### src/rtl/bsg_manycore_reg_id_pending_tracker.sv
// rtl/bsg_manycore_reg_id_pending_tracker.sv - per-reg_id in-flight remote request scoreboard
module bsg_manycore_reg_id_pending_tracker #(
  parameter int reg_id_width_p = 5,
  parameter int count_width_p  = 2,
  parameter int max_out_p      = 16,
  localparam int lg_max_out_lp = $clog2(max_out_p+1),
  localparam int num_entries_lp = 1 << reg_id_width_p
) (
  input  logic                      clk_i,
  input  logic                      reset_n_i,
  input  logic                      v_i,
  input  logic [reg_id_width_p-1:0] reg_id_i,
  output logic                      ready_o,
  input  logic                      resp_v_i,
  input  logic [reg_id_width_p-1:0] resp_reg_id_i,
  output logic [num_entries_lp-1:0] pending_o,
  output logic [lg_max_out_lp-1:0]  outstanding_o,
  output logic                      idle_o,
  output logic                      err_o
);

  localparam logic [count_width_p-1:0] count_max_lp = '1;
  localparam logic [lg_max_out_lp-1:0] max_out_lp = lg_max_out_lp'(max_out_p);

  logic [num_entries_lp-1:0][count_width_p-1:0] count_r;
  logic [lg_max_out_lp-1:0] total_r;
  logic err_r;

  logic acc, ret, resp_hit_zero;
  logic [num_entries_lp-1:0] inc_dec, ret_dec;

  // Ready looks only at pre-update state, so a same-cycle retire never unblocks issue.
  assign ready_o = (count_r[reg_id_i] != count_max_lp) && (total_r != max_out_lp);
  assign acc = v_i & ready_o;
  assign resp_hit_zero = (count_r[resp_reg_id_i] == '0);
  assign ret = resp_v_i & ~resp_hit_zero;

  assign inc_dec = acc ? (num_entries_lp'(1) << reg_id_i) : '0;
  assign ret_dec = ret ? (num_entries_lp'(1) << resp_reg_id_i) : '0;

  always_ff @(posedge clk_i or negedge reset_n_i) begin
    if (!reset_n_i) begin
      count_r <= '0;
    end else begin
      for (int r = 0; r < num_entries_lp; r++) begin
        if (inc_dec[r] & ~ret_dec[r])
          count_r[r] <= count_r[r] + count_width_p'(1);
        else if (ret_dec[r] & ~inc_dec[r])
          count_r[r] <= count_r[r] - count_width_p'(1);
      end
    end
  end

  always_ff @(posedge clk_i or negedge reset_n_i) begin
    if (!reset_n_i) begin
      total_r <= '0;
    end else begin
      case ({acc, ret})
        2'b10:   total_r <= total_r + lg_max_out_lp'(1);
        2'b01:   total_r <= total_r - lg_max_out_lp'(1);
        default: total_r <= total_r;
      endcase
    end
  end

  // A response with nothing to retire means tracking has been lost; latch it until reset.
  always_ff @(posedge clk_i or negedge reset_n_i) begin
    if (!reset_n_i)
      err_r <= 1'b0;
    else if (resp_v_i & resp_hit_zero)
      err_r <= 1'b1;
  end

  always_comb begin
    pending_o = '0;
    for (int r = 0; r < num_entries_lp; r++)
      pending_o[r] = |count_r[r];
  end

  assign outstanding_o = total_r;
  assign idle_o = (total_r == '0);
  assign err_o = err_r;

endmodule

### config.mk
export PLATFORM = sky130hd
export DESIGN_NAME = bsg_manycore_reg_id_pending_tracker
export DESIGN_NICKNAME = d
export VERILOG_FILES = /design/src/rtl/bsg_manycore_reg_id_pending_tracker.sv
export SDC_FILE = /design/constraint.sdc
export NUM_CORES = 1
export LEC_CHECK = 0
export CORE_MARGIN = 3
export CORE_UTILIZATION = 52
export DETAILED_ROUTE_END_ITERATION = 10
export PLACE_DENSITY = 0.77
export REMOVE_ABC_BUFFERS = 1
export SYNTH_ARGS = -nofsm -noshare
export SYNTH_HDL_FRONTEND = slang
export SYNTH_SLANG_ARGS = --single-unit
export TNS_END_PERCENT = 5
### constraint.sdc
create_clock -name clk_i -period 3 [get_ports clk_i]
set_input_delay 0.6 -clock clk_i [delete_from_list [all_inputs] [get_ports clk_i]]
set_output_delay 0.6 -clock clk_i [all_outputs]
set_load 0.01 [all_outputs]
==> results of run 1 <==
[what timing repair did]
| item | 4_1_cts | 5_1_grt |
|---|---|---|
| pin swaps | 10 | 3 |
| gates resized for setup | 32 | 3 |
| setup endpoints to repair | 30 | 7 |
| setup buffers | 8 | 1 |
| cloned | 0 | 0 |
[routing by layer]
layer	vias to the layer above	track usage	share of wire
met5	-	0	0
met4	0	0.1175	0.044
met3	61	0.04263	0.071
met2	239	0.5012	0.49
met1	2224	0.3671	0.39
li1	2108	-	-
[cell families after synthesis]
group | Yosys count | synth area share
compound gates | 36 | 0.05988
xor+xnor | 101 | 0.1809
fa+ha+maj | 37 | 0.09621
buf+inv | 34 | 0.03403
flops | 70 | 0.3582
mux | 14 | 0.05476
simple gates | 213 | 0.2160
[cell usage in the layout, fill, tap and decap left out, types with 18 or more instances in the layout]
cell | synthesis | routed
clkdlybuf4s50_1 | 0 | 45
xor2_1 | 67 | 67
buf_4 | 2 | 123
dfrtp_1 | 70 | 70
xnor2_1 | 34 | 34
or2_1 | 22 | 18
ha_1 | 36 | 35
nand2_1 | 36 | 36
nor2_1 | 70 | 70
nand4_1 | 34 | 34
[worst paths after layout]
kind,startpoint,endpoint,slack [ps],cells past startpoint
worst max-delay path,reg_id_i[1],outstanding_o[4]$_DFFE_PN0P_,-130,14
worst min-delay path,reset_n_i,count_r[60]$_DFFE_PN0P_,290,1
worst max register to register,count_r[54]$_DFFE_PN0P_,outstanding_o[4]$_DFFE_PN0P_,-80,12
worst min register to register,count_r[3]$_DFFE_PN0P_,count_r[3]$_DFFE_PN0P_,490,1
max in group asynchronous,reset_n_i,count_r[25]$_DFFE_PN0P_,2010,2
min in group clk_i,count_r[3]$_DFFE_PN0P_,count_r[3]$_DFFE_PN0P_,490,1
[flip-flops by register name, indices dropped and copies added, names as in the netlist]
name           count
count_r           64
outstanding_o      5
err_o              1
[through the flow]
stage               hold WS, ps    util  power [uW]  setup slack, ps
floorplan                 304.4       -        3255            -1503
global placement          469.5  0.7168        5081           -775.5
detailed placement        481.8  0.7168        5204           -877.3
CTS                       321.4  0.7546        6207           -5.940
global route              355.5  0.7563        6597           -174.6
finish                    287.7  0.7563        6259           -129.0
[worst max-delay path, delay by kind of cell]
family | cells | cell delay, ps
fa+ha+maj | 2 | 460
mux | 1 | 550
buf+inv | 3 | 460
xor+xnor | 2 | 300
compound gates | 5 | 940
simple gates | 1 | 70
[layout make-up]
class | instances | area share
Multi-Input combinational cell | 401 | 0.4537
Sequential cell | 70 | 0.2593
Timing Repair Buffer | 183 | 0.2280
Clock buffer | 12 | 0.02148
Tap cell | 108 | 0.02000
Clock inverter | 4 | 0.01037
Inverter | 13 | 0.007222
[power breakdown]
part	switching (uW)	internal (uW)	total (uW)
combinational	1600	2010	3610
sequential	360	1410	1770
clock	384	490	874
==> impl_metrics.prom, run 1 <==
# TYPE chip_impl_metric gauge
chip_impl_metric{name="worst_slew_pin_slew",unit="ps"} 760.0
chip_impl_metric{name="power.density",unit="nW/um^2"} 926.3
chip_impl_metric{name="ys_seq_area_frac",unit=""} 0.3582
chip_impl_metric{name="final_nets",unit=""} 729
chip_impl_metric{name="die_height",unit="um"} 103.0
chip_impl_metric{name="yosys.cell_types.count",unit=""} 44
chip_impl_metric{name="routed_wire_length_per_instance",unit="um"} 18.93
chip_impl_metric{name="ir_drop_worst_case_vdd",unit="V"} 0.0005206
chip_impl_info{name="yosys-top-cells-area",value="dfrtp_1 (36%), xor2_1 (12%), ha_1 (9.2%), xnor2_1 (6.1%), nor2_1 (5.4%)"} 1
chip_impl_info{name="timing.critical_path.to_type",value="flip-flop"} 1
chip_impl_metric{name="setup_tns",unit="ps"} -162.7
chip_impl_metric{name="flow.area_growth_from_synthesis",unit="%"} 38.18
chip_impl_metric{name="core-area",unit="um^2"} 8934
chip_impl_metric{name="io_buffers",unit=""} 53
chip_impl_info{name="setup.worst_path.class",value="input pin to flip-flop"} 1
chip_impl_metric{name="multi_input_area",unit="um^2"} 3065
chip_impl_metric{name="worstSkewPairLatency",unit="ps"} 370
chip_impl_info{name="rsz_0062_raised_after_global_routing",value="true"} 1
chip_impl_metric{name="post-route-worst-setup-slack",unit="ps"} -129.0
chip_impl_metric{name="detail_route.wirelength",unit="um"} 14970
chip_impl_info{name="post_synth_most_frequent_cells",value="dfrtp_1 (70), nor2_1 (70), xor2_1 (67)"} 1
chip_impl_metric{name="grt.total_usage",unit=""} 0.2913
chip_impl_metric{name="synth_enable_flop_cells",unit=""} 0
chip_impl_info{name="run_status",value="complete, but fails checks"} 1
chip_impl_metric{name="gpl.final_weighted_congestion",unit=""} 1.002
chip_impl_metric{name="worst_slew_margin_rel",unit=""} 0.4933
chip_impl_metric{name="number_of_endpoints_with_negative_hold_slack_in_the_final_report",unit=""} 0
chip_impl_metric{name="area_of_the_die",unit="um^2"} 10600
chip_impl_metric{name="synth_top_area_frac",unit=""} 0.3582
chip_impl_metric{name="dp_wirelength",unit="um"} 10870
chip_impl_metric{name="cts_htree_levels",unit=""} 3
chip_impl_metric{name="fraction_of_final_layout_cells_with_drive_strength_greater_than_1",unit=""} 0.2723
chip_impl_metric{name="max_freq",unit="MHz"} 319.6
chip_impl_metric{name="clock_skew",unit="ps"} 18.51
chip_impl_metric{name="area.sequential",unit="um^2"} 1752
chip_impl_metric{name="antenna_found_initial",unit=""} 0
chip_impl_info{name="synth_ff_type",value="dfrtp_1"} 1
chip_impl_metric{name="clock_pin_transition_on_the_worst_setup_and_hold_timing_paths",unit="ps"} 90
chip_impl_info{name="synth.largest_area_cell",value="dfrtp_1"} 1
chip_impl_info{name="tritoncts",value="built"} 1
chip_impl_metric{name="yosys_register_bits",unit=""} 70
chip_impl_metric{name="rows",unit=""} 34
chip_impl_info{name="cpMostUsedCell",value="xor2_1"} 1
chip_impl_info{name="worstPathCellList",value="clkdlybuf4s15_2 -> buf_12 -> buf_4 -> mux4_2 -> o311ai_4 -> a211oi_2 -> o21ai_2 -> ha_4 -> ha_1 -> a21o_1 -> a21oi_2 -> xor2_1 -> nor2_1 -> xor2_1"} 1
chip_impl_metric{name="number_of_global_route_vias_before_repair",unit=""} 4681
chip_impl_metric{name="detailed_place.area",unit="um^2"} 6404
chip_impl_metric{name="fin_crit_sh",unit=""} 1.043
chip_impl_metric{name="via_count",unit=""} 4632
chip_impl_metric{name="via_per_inst",unit=""} 5.856
chip_impl_info{name="critical-path-slowest-cell",value="mux4_2"} 1
chip_impl_metric{name="design.portCount",unit=""} 54
chip_impl_metric{name="yosysWarningCount",unit=""} 0
chip_impl_metric{name="post_layout_nonfiller_instances",unit=""} 791
chip_impl_metric{name="timing.critical_path.slowest_cell_delay",unit="ps"} 550
chip_impl_metric{name="insertedDiodeCount",unit=""} 0
chip_impl_metric{name="synth.avg_cell_area",unit="um^2"} 9.683
chip_impl_metric{name="die_x",unit="um"} 103.0
chip_impl_info{name="cts.root.buffer_cell",value="clkbuf_8"} 1
chip_impl_metric{name="drt-initial-drc-count",unit=""} 554
chip_impl_metric{name="drt_pass1_iterations",unit=""} 5
chip_impl_metric{name="post_route_antenna_net_violation_count",unit=""} 0
chip_impl_metric{name="timing.critical_path.arrival",unit="ps"} 3390
chip_impl_metric{name="clock-sinks",unit=""} 70
chip_impl_metric{name="report.final.setup_viol",unit=""} 3
chip_impl_metric{name="power.leakage",unit="uW"} 0.003142
chip_impl_info{name="crit_path_start_kind",value="input pin"} 1
chip_impl_metric{name="initial_utilization",unit=""} 0.5473
chip_impl_metric{name="worstPathRequired",unit="ps"} 3260
chip_impl_info{name="failed_checks",value="setup timing"} 1
chip_impl_metric{name="critical_path.max_fanout",unit=""} 7
chip_impl_metric{name="share_of_flip_flops_with_an_asynchronous_set_or_reset_after_synthesis",unit=""} 1.000
chip_impl_metric{name="hold_buf_cts",unit=""} 0
chip_impl_metric{name="grt_max_degree",unit=""} 41
chip_impl_metric{name="grt_pass1_wl",unit="um"} 23650
chip_impl_metric{name="post_synth_inst_count",unit=""} 505
chip_impl_metric{name="grt.overflow.total",unit=""} 0
chip_impl_metric{name="drc_errors",unit=""} 0
chip_impl_metric{name="fill_cells",unit=""} 648
chip_impl_metric{name="cts_buffers",unit=""} 9
chip_impl_metric{name="clockBufferDepth",unit=""} 2
chip_impl_metric{name="drv_cap",unit=""} 0
chip_impl_metric{name="design_area",unit="um^2"} 6756
chip_impl_info{name="hold_path.class",value="input pin to asynchronous set/reset pin"} 1
chip_impl_metric{name="synth_area",unit="um^2"} 4890
chip_impl_metric{name="slew_viol_final",unit=""} 0
chip_impl_metric{name="dp_cells",unit=""} 766
chip_impl_metric{name="final_period_minus_worst_setup_slack",unit="ps"} 3129
No activity file was read; power rests on OpenSTA's default activity.
==> run 2: changes to the inputs <==
--- a/config.mk
+++ b/config.mk
@@ -10,6 +10,7 @@
 export DETAILED_ROUTE_END_ITERATION = 10
 export PLACE_DENSITY = 0.77
 export REMOVE_ABC_BUFFERS = 1
+export SETUP_SLACK_MARGIN = 0.3
 export SYNTH_ARGS = -nofsm -noshare
 export SYNTH_HDL_FRONTEND = slang
 export SYNTH_SLANG_ARGS = --single-unit
==> run 2 against run 1 <==
Against the previous run:
- the run still ends with setup timing left
- via count is 1.4% higher
- final cell count is 1.1% higher
- global-route usage decreased by 0.14 points
- worst hold slack got worse by 3.0 ps
- combinational power increased by 5%
- utilization rose by 1.8 points
- power up 3.1%
- sequential power about the same
- cell area grew 2.3%
- largest cell class unchanged
- clock-buffer cell count unchanged
- die area did not move
- setup slack gained 52 ps
==> impl_metrics.prom, run 2 (synthesis results as in run 1) <==
# TYPE chip_impl_metric gauge
chip_impl_metric{name="path_buf_inv",unit=""} 0
chip_impl_metric{name="depth_of_the_worst_register_to_register_path",unit=""} 12
chip_impl_metric{name="fraction_of_final_layout_cells_with_drive_strength_greater_than_1",unit=""} 0.2919
chip_impl_metric{name="finish.utilization",unit=""} 0.7738
chip_impl_info{name="top_register",value="count_r"} 1
chip_impl_metric{name="ir_drop_worst_case_vdd",unit="V"} 0.0005252
chip_impl_metric{name="rows",unit=""} 34
chip_impl_info{name="critical_path.reg2reg.startpoint",value="count_r[56]$_DFFE_PN0P_"} 1
chip_impl_metric{name="core-area",unit="um^2"} 8934
chip_impl_info{name="layout_commonest_cell",value="buf_4"} 1
chip_impl_info{name="tritoncts",value="built"} 1
chip_impl_metric{name="design_power_total",unit="uW"} 6453
chip_impl_metric{name="drt-initial-drc-count",unit=""} 492
chip_impl_metric{name="clockBufferDepth",unit=""} 2
chip_impl_info{name="cts.root.buffer_cell",value="clkbuf_8"} 1
chip_impl_metric{name="setup_tns",unit="ps"} -118.1
chip_impl_metric{name="design.portCount",unit=""} 54
chip_impl_metric{name="dp_wirelength",unit="um"} 10870
chip_impl_metric{name="gpl.final_weighted_congestion",unit=""} 1.002
chip_impl_info{name="critical_path.reg2reg.endpoint",value="outstanding_o[4]$_DFFE_PN0P_"} 1
chip_impl_metric{name="antenna_found_initial",unit=""} 0
chip_impl_info{name="hold_path.class",value="input pin to asynchronous set/reset pin"} 1
chip_impl_metric{name="worst_slew_pin_slew",unit="ps"} 760.6
chip_impl_info{name="layout_common_cells",value="buf_4 (125), nor2_1 (70), dfrtp_1 (70)"} 1
chip_impl_info{name="crit_path_start_kind",value="flip-flop"} 1
chip_impl_metric{name="cts_buffers",unit=""} 9
chip_impl_metric{name="report.final.setup_viol",unit=""} 2
chip_impl_metric{name="area_of_the_die",unit="um^2"} 10600
chip_impl_metric{name="final_nets",unit=""} 738
chip_impl_metric{name="final_period_minus_worst_setup_slack",unit="ps"} 3077
chip_impl_metric{name="via_count",unit=""} 4699
chip_impl_metric{name="fill_cells",unit=""} 599
chip_impl_metric{name="timing.critical_path.slowest_cell_delay",unit="ps"} 480
chip_impl_metric{name="drv_cap",unit=""} 0
chip_impl_metric{name="clock_skew",unit="ps"} 20.25
chip_impl_metric{name="detail_route.wirelength",unit="um"} 15220
chip_impl_metric{name="power.density",unit="nW/um^2"} 933.4
chip_impl_metric{name="post-route-worst-setup-slack",unit="ps"} -76.59
chip_impl_metric{name="clock-sinks",unit=""} 70
chip_impl_metric{name="worstPathRequired",unit="ps"} 3260
chip_impl_metric{name="initial_utilization",unit=""} 0.5473
chip_impl_metric{name="dp_cells",unit=""} 766
chip_impl_metric{name="routed_wire_length_per_instance",unit="um"} 19.03
chip_impl_metric{name="hold_buf_cts",unit=""} 0
chip_impl_metric{name="reg2reg_slack",unit="ps"} -80
chip_impl_info{name="setup.worst_path.class",value="flip-flop to flip-flop"} 1
chip_impl_info{name="cpMostUsedCell",value="xor2_1"} 1
chip_impl_info{name="critical-path-slowest-cell",value="mux4_2"} 1
chip_impl_metric{name="drt_pass1_iterations",unit=""} 6
chip_impl_info{name="worstPathCellList",value="or2_4 -> mux4_2 -> a22oi_2 -> o31ai_4 -> and3_4 -> ha_4 -> fa_2 -> a21o_1 -> a21oi_2 -> xor2_1 -> nor2_1 -> xor2_1"} 1
chip_impl_metric{name="drc_errors",unit=""} 0
chip_impl_metric{name="multi_input_area",unit="um^2"} 3123
chip_impl_metric{name="via_per_inst",unit=""} 5.874
chip_impl_metric{name="post_layout_nonfiller_instances",unit=""} 800
chip_impl_metric{name="slew_viol_final",unit=""} 0
chip_impl_metric{name="number_of_global_route_vias_before_repair",unit=""} 4619
chip_impl_metric{name="clock_pin_transition_on_the_worst_setup_and_hold_timing_paths",unit="ps"} 90
chip_impl_metric{name="die_x",unit="um"} 103.0
chip_impl_metric{name="grt.total_usage",unit=""} 0.2899
chip_impl_metric{name="critical_path.max_fanout",unit=""} 5
chip_impl_info{name="cp_top_family",value="compound AO/OA/AOI/OAI gates"} 1
chip_impl_info{name="timing.critical_path.to_type",value="flip-flop"} 1
chip_impl_metric{name="die_height",unit="um"} 103.0
chip_impl_metric{name="cts_htree_levels",unit=""} 3
chip_impl_metric{name="timing.critical_path.arrival",unit="ps"} 3340
chip_impl_metric{name="number_of_endpoints_with_negative_hold_slack_in_the_final_report",unit=""} 0
chip_impl_metric{name="max_freq",unit="MHz"} 325.0
chip_impl_metric{name="grt_pass1_wl",unit="um"} 23510
chip_impl_metric{name="grt.overflow.total",unit=""} 0
chip_impl_metric{name="post_route_antenna_net_violation_count",unit=""} 0
chip_impl_metric{name="power.leakage",unit="uW"} 0.003212
chip_impl_metric{name="fin_crit_sh",unit=""} 1.026
chip_impl_info{name="failed_checks",value="setup timing"} 1
chip_impl_info{name="rsz_0062_raised_after_global_routing",value="true"} 1
chip_impl_metric{name="worstSkewPairLatency",unit="ps"} 370
chip_impl_metric{name="area.sequential",unit="um^2"} 1752
chip_impl_metric{name="largest_reg_flops",unit=""} 64
chip_impl_metric{name="insertedDiodeCount",unit=""} 0
chip_impl_metric{name="flow.area_growth_from_synthesis",unit="%"} 41.38
chip_impl_info{name="run_status",value="complete, but fails checks"} 1
chip_impl_metric{name="worst_slew_margin_rel",unit=""} 0.4929
chip_impl_metric{name="grt_max_degree",unit=""} 41
chip_impl_metric{name="io_buffers",unit=""} 53
-- run 2: changes by cell type in the layout (fill, tap and decap cells not counted), sizes merged --
cell	change
buf	+10
dlygate4sd2	-1
-- run 2: worst max path at each step --
stage	depth (start not counted)	endpoint	slack, ps	from
after floorplan	12	outstanding_o[4]$_DFFE_PN0P_	-1500	resp_reg_id_i[1]
after global placement	13	outstanding_o[4]$_DFFE_PN0P_	-780	resp_reg_id_i[1]
after detailed placement	13	outstanding_o[4]$_DFFE_PN0P_	-880	resp_reg_id_i[1]
after CTS	12	outstanding_o[4]$_DFFE_PN0P_	7	count_r[62]$_DFFE_PN0P_
after global routing	15	outstanding_o[3]$_DFFE_PN0P_	-140	resp_reg_id_i[1]
final	12	outstanding_o[4]$_DFFE_PN0P_	-80	count_r[56]$_DFFE_PN0P_
-- run 2: per-stage QoR --
step | hold slack [ps] | area (um^2) | setup WS, ps
global placement | 469.5 | 6404 | -775.5
floorplan | 304.4 | 4772 | -1503
finish | 284.7 | 6913 | -76.59
CTS | 321.4 | 6780 | 6.874
detailed placement | 481.8 | 6404 | -877.3
global route | 347.9 | 6913 | -144.4
-- run 2: worst register-to-register path, cell delays in order, from the launching register on --
cell and delay (ps):
dfrtp_1 390, or2_4 280, mux4_2 480, a22oi_2 250, o31ai_4 120, and3_4 210
ha_4 190, fa_2 360, a21o_1 170, a21oi_2 140, xor2_1 170, nor2_1 70
xor2_1 130
-- run 2: cell type report --
class,count,area share
Tap cell,108,0.01955
Clock inverter,4,0.01014
Timing Repair Buffer,192,0.2371
Sequential cell,70,0.2534
Clock buffer,12,0.02100
Inverter,13,0.007059
Multi-Input combinational cell,401,0.4518
-- run 2: routing by layer --
layer	GRT usage	vias up	wire length (um)
met5	0	-	0
met4	0.1225	0	741
met3	0.04533	73	1247
met2	0.4938	262	7509
met1	0.3654	2236	5727
li1	-	2128	-
-- run 2: report_power, final --
part | switching, uW | internal (uW) | leakage, uW
clock | 388 | 490 | 0.000110
combinational | 1660 | 2130 | 0.00225
sequential | 370 | 1410 | 0.000850
-- run 2: repair_timing --
item | in CTS | in global routing
endpoints found under the hold margin | 0 | 0
buffers inserted | 12 | 6
gates resized for setup | 35 | 21
endpoints found under the setup margin | 70 | 69
pin swaps | 12 | 7
